$ cat config.mk
export PLATFORM = sky130hd
export DESIGN_NAME = branch_history_table
export DESIGN_NICKNAME = d
export VERILOG_FILES = /design/src/rtl/branch_history_table.sv
export SDC_FILE = /design/constraint.sdc
export NUM_CORES = 1
export LEC_CHECK = 0
export BUFFER_PORTS_ARGS = -buffer_cell sky130_fd_sc_hd__buf_2
export CORE_MARGIN = 5
export CORE_UTILIZATION = 55
export DETAILED_ROUTE_END_ITERATION = 6
export PLACE_DENSITY = 0.84
export SLEW_MARGIN = 40
export SYNTH_ARGS = -nofsm -noshare
export SYNTH_HDL_FRONTEND = slang
export SYNTH_SLANG_ARGS = --single-unit
$ cat constraint.sdc
create_clock -name clk -period 4.3 [get_ports clk]
set_clock_uncertainty 0.15 [all_clocks]
set_input_delay 0.215 -clock clk [delete_from_list [all_inputs] [get_ports clk]]
set_output_delay 0.215 -clock clk [all_outputs]
set_load 0.01 [all_outputs]
$ cat src/rtl/branch_history_table.sv
// branch_history_table: saturating-counter branch predictor with optional gshare indexing and self-initialising table
// Ports: clk/rst_n (async active-low); flush_i reinitialises table and GHR; ready_o high once initialised;
// pred_valid_i/pred_pc_i query -> pred_valid_o/pred_taken_o/pred_hist_o one cycle later;
// upd_valid_i/upd_pc_i/upd_hist_i/upd_taken_i train the counter and shift the GHR.
module branch_history_table #(
    parameter int PC_W    = 64,
    parameter int ENTRIES = 64,
    parameter int CTR_W   = 2,
    parameter int HIST_W  = 6,
    parameter int GSHARE  = 1
) (
    input  logic              clk,
    input  logic              rst_n,
    input  logic              flush_i,
    output logic              ready_o,
    input  logic              pred_valid_i,
    input  logic [PC_W-1:0]   pred_pc_i,
    output logic              pred_valid_o,
    output logic              pred_taken_o,
    output logic [HIST_W-1:0] pred_hist_o,
    input  logic              upd_valid_i,
    input  logic [PC_W-1:0]   upd_pc_i,
    input  logic [HIST_W-1:0] upd_hist_i,
    input  logic              upd_taken_i
);
    localparam int IDX_W = $clog2(ENTRIES);
    localparam logic [CTR_W-1:0] CTR_MAX  = '1;
    localparam logic [CTR_W-1:0] CTR_INIT = CTR_W'((1 << (CTR_W - 1)) - 1);

    typedef enum logic {INIT, READY} state_t;

    state_t            state, state_nx;
    logic [IDX_W-1:0]  init_idx, init_idx_nx;
    logic [HIST_W-1:0] ghr, ghr_nx;
    logic [CTR_W-1:0]  ctr_mem [ENTRIES];
    logic [IDX_W-1:0]  pred_idx, upd_idx;
    logic [CTR_W-1:0]  upd_old, upd_new, pred_ctr;
    logic              pred_acc, upd_acc;
    logic              unused_pc_bits;

    function automatic logic [IDX_W-1:0] idx_of(input logic [PC_W-1:0] pc, input logic [HIST_W-1:0] hist);
        return pc[IDX_W+1:2] ^ (GSHARE != 0 ? IDX_W'(hist) : '0);
    endfunction

    assign unused_pc_bits = ^{pred_pc_i[PC_W-1:IDX_W+2], pred_pc_i[1:0], upd_pc_i[PC_W-1:IDX_W+2], upd_pc_i[1:0]};

    assign ready_o  = state == READY;
    assign pred_acc = ready_o && pred_valid_i;
    // flush wins over a same-cycle update, so the update is simply not accepted
    assign upd_acc  = ready_o && upd_valid_i && !flush_i;
    assign pred_idx = idx_of(pred_pc_i, ghr);
    assign upd_idx  = idx_of(upd_pc_i, upd_hist_i);
    assign upd_old  = ctr_mem[upd_idx];
    assign upd_new  = upd_taken_i ? (upd_old == CTR_MAX ? upd_old : upd_old + 1'b1)
                                  : (upd_old == '0 ? upd_old : upd_old - 1'b1);
    // same-cycle update to the requested entry is forwarded so the prediction sees the trained value
    assign pred_ctr = (upd_acc && upd_idx == pred_idx) ? upd_new : ctr_mem[pred_idx];

    always_comb begin
        state_nx    = state;
        init_idx_nx = init_idx;
        ghr_nx      = ghr;
        if (flush_i) begin
            state_nx    = INIT;
            init_idx_nx = '0;
            ghr_nx      = '0;
        end else if (state == INIT) begin
            init_idx_nx = init_idx + 1'b1;
            state_nx    = init_idx == IDX_W'(ENTRIES - 1) ? READY : INIT;
        end else if (upd_acc) begin
            ghr_nx = HIST_W'({ghr, upd_taken_i});
        end
    end

    always_ff @(posedge clk or negedge rst_n) begin
        if (!rst_n) begin
            state        <= INIT;
            init_idx     <= '0;
            ghr          <= '0;
            pred_valid_o <= 1'b0;
            pred_taken_o <= 1'b0;
            pred_hist_o  <= '0;
        end else begin
            state        <= state_nx;
            init_idx     <= init_idx_nx;
            ghr          <= ghr_nx;
            pred_valid_o <= pred_acc;
            if (pred_acc) begin
                pred_taken_o <= pred_ctr[CTR_W-1];
                pred_hist_o  <= ghr;
            end
        end
    end

    // counter array has no reset; the INIT sequencer fills it
    always_ff @(posedge clk) begin
        if (state == INIT)
            ctr_mem[init_idx] <= CTR_INIT;
        else if (upd_acc)
            ctr_mem[upd_idx] <= upd_new;
    end
endmodule
==> results_dict.tcl <==
set metrics [dict create \
    yosysSeqAreaShare_pct 60.7 \
    postSynthCellCount 482 \
    initial_core_util_pct 56.6 \
    avgRoutedWirePerCell_um 24.2 \
    avgSynthCellArea_um2 14.9 \
    crit_path_max_fanout 8 \
    via_per_inst 6.49 \
    synth_fp_nets 623 \
    cap_violations 0 \
    finalWirelength_mm 17.4 \
    holdWs_ns 0.130 \
    final_nets 676 \
    rsz0062_at_grt "false" \
    slew-limit-headroom_pct 47.3 \
    area_growth_pct 15.6 \
    critPathRequiredTime_ns 4.45 \
    ys.flop_type "edfxtp_1" \
    synth_area_leaders "edfxtp_1, mux4_1, dfrtp_1" \
    synth_top_area_share_pct 53.4 \
    layout_commonest_cell "edfxtp_1" \
    slew_violations 0 \
    cts-resized-gates 0 \
    grt_pass1_wl_mm 26.8 \
    yosysWarnings 0 \
    ctsHoldBuffers 7 \
    finalHoldViolCount 0 \
    fin_cells 719 \
    grt.total_usage_pct 22.8 \
    dieArea_mm2 0.0155 \
    hold_class "primary input to asynchronous set/reset pin" \
    ctsRootBufferMaster "clkbuf_16" \
    rows 41 \
    cts.path.max_buffers 2 \
    power.density_mw_per_mm2 407 \
    final-setup-viol-count 0 \
    grt_pass1_vias 4796 \
    ys_async_sr_fraction_pct 14.1 \
    cpPeakStageDelay_ns 0.68 \
    globalRouteOverflowTotal 0 \
    postRouteAntennaNets 0 \
    cp_slowest_cell "xor2_2" \
    numPortBuffers 32 \
    drive_gt1_share_pct 20.7 \
    place.gp.congestion 0.941 \
    fmax_ghz 0.319 \
    num_vias 4667 \
    numClockSinks 149 \
    final.period_utilization_pct 72.9 \
    tns_ns 0 \
    crit_top_cell "a31oi_1" \
    yosysUniqueCellTypes 55 \
    status "completed" \
    critical_path_buf_inv_count 1 \
    synth_edf_count 128 \
    worstSetupPathType "flop to flop" \
    drc_errors 0 \
    cts_tree "done" \
    placed_cells 680 \
    critPathArrivalTime_ns 3.29 \
    leakage_nw 3.23 \
    grt_antenna_before_repair 0 \
    ios 149 \
    setup.worst_path.start_class "flop" \
    h-tree-depth 4 \
    die_h_um 124 \
    crit_chain "xor2_2 > buf_4 > mux4_2 > a2111oi_0 > a2bb2oi_1 > a31oi_1 > a31oi_1" \
    fp.dieW_um 124 \
    ys_ff_latch 149 \
    post_cts.repair.setup_buffers 0 \
    synth_largest_area_cell "edfxtp_1" \
    clk_latency_ns 0.43 \
    core_mm2 0.0127 \
    critical_path.top_delay_family "compound AO/OA/AOI/OAI gates" \
    dpl.hpwl_mm 11.3 \
    synth_area_mm2 0.00720 \
    min_period_ns 3.13 \
    clk_pin_slew_worst_paths_ns 0.06 \
    drt-initial-drc-count 645 \
    antennaDiodeCount 0 \
    tightest_slew_ns 0.790 \
    peakVddDrop_mv 0.257 \
    end_kind "flop" \
    cts_buffers 17 \
    final_cell_mix "edfxtp_1, nor2_1, nand2_1" \
    fillers 872 \
    firstDrtPassIters 6 \
    reg2reg_slack_ns 1.17 \
    grt_max_degree 65 \
]
-- Yosys cell counts, types with 5 or more instances --
library cell,number
mux4_2,21
mux2_2,8
xnor2_1,10
nor2_1,86
xor2_1,15
nand2_1,41
edfxtp_1,128
a22oi_1,6
a21oi_1,11
mux4_1,22
nand3_1,15
mux2i_1,25
dfrtp_1,21
o21ai_0,5
o22ai_1,6
-- per-stage QoR --
stage | setup WS [ns] | instance area, um2 | total power, W | util [%]
global placement | 1.01 | 7620 | 0.00186 | 59.9
floorplan | 0.120 | 7200 | 0.00178 | -
global route | 1.06 | 8330 | 0.00349 | 65.4
detailed placement | 0.957 | 7620 | 0.00187 | 59.9
CTS | 1.21 | 8300 | 0.00339 | 65.3
finish | 1.17 | 8330 | 0.00339 | 65.4
-- registers in the layout, indices dropped and copies added, names as in the netlist --
register,flops
ctr_mem,128
ghr,6
init_idx,6
pred_hist_o,6
pred_taken_o,1
pred_valid_o,1
ready_o,1
-- final cells by class --
cell class	instances	area (um2)	area share (%)
clock inverter	12	178	2.13
timing repair buffer	50	358	4.30
tap	172	215	2.58
inverter	2	7.51	0.0902
clock buffer	19	433	5.20
multi-input combinational	315	2770	33.2
sequential	149	4370	52.5
-- cell families (layout without fill, tap and decap cells) --
group / after synthesis / count (layout) / share of synthesized area (%)
AND/OR/NAND/NOR: 162 / 162 / 9.54
flip-flops: 149 / 149 / 60.7
multiplexers: 76 / 76 / 19.3
AO/OA/AOI/OAI: 48 / 48 / 4.66
XOR/XNOR: 28 / 28 / 3.87
buffers and inverters: 18 / 83 / 1.75
adder cells (fa/ha/maj): 1 / 1 / 0.174
-- worst paths after layout --
path	startpoint	to	cells after the start
setup / recovery	ghr[0]$_DFFE_PN0P_	pred_taken_o$_DFFE_PN0P_	7
hold / removal	rst_n	ghr[4]$_DFFE_PN0P_	2
setup reg to reg	ghr[0]$_DFFE_PN0P_	pred_taken_o$_DFFE_PN0P_	7
hold reg to reg	pred_hist_o[2]$_DFFE_PN0P_	pred_hist_o[2]$_DFFE_PN0P_	1
max in group asynchronous	rst_n	init_idx[0]$_DFFE_PN0P_	2
min in group clk	pred_valid_i	pred_valid_o$_DFF_PN0_	3
-- metal layers --
layer  vias up  share of wire, %  GRT usage (%)
li1       1993                 -              -
met1      2310                36           28.0
met2       295                50           36.7
met3        69               9.2           6.26
met4         0               4.6           12.5
met5         -                 0              0
-- power breakdown --
group	internal, W	leakage (nW)	switching [W]
clock network	0.000967	0.287	0.000566
logic	0.000113	1.28	0.000178
registers	0.00156	1.66	0.00000661
No activity file was read; power rests on OpenSTA's default activity.
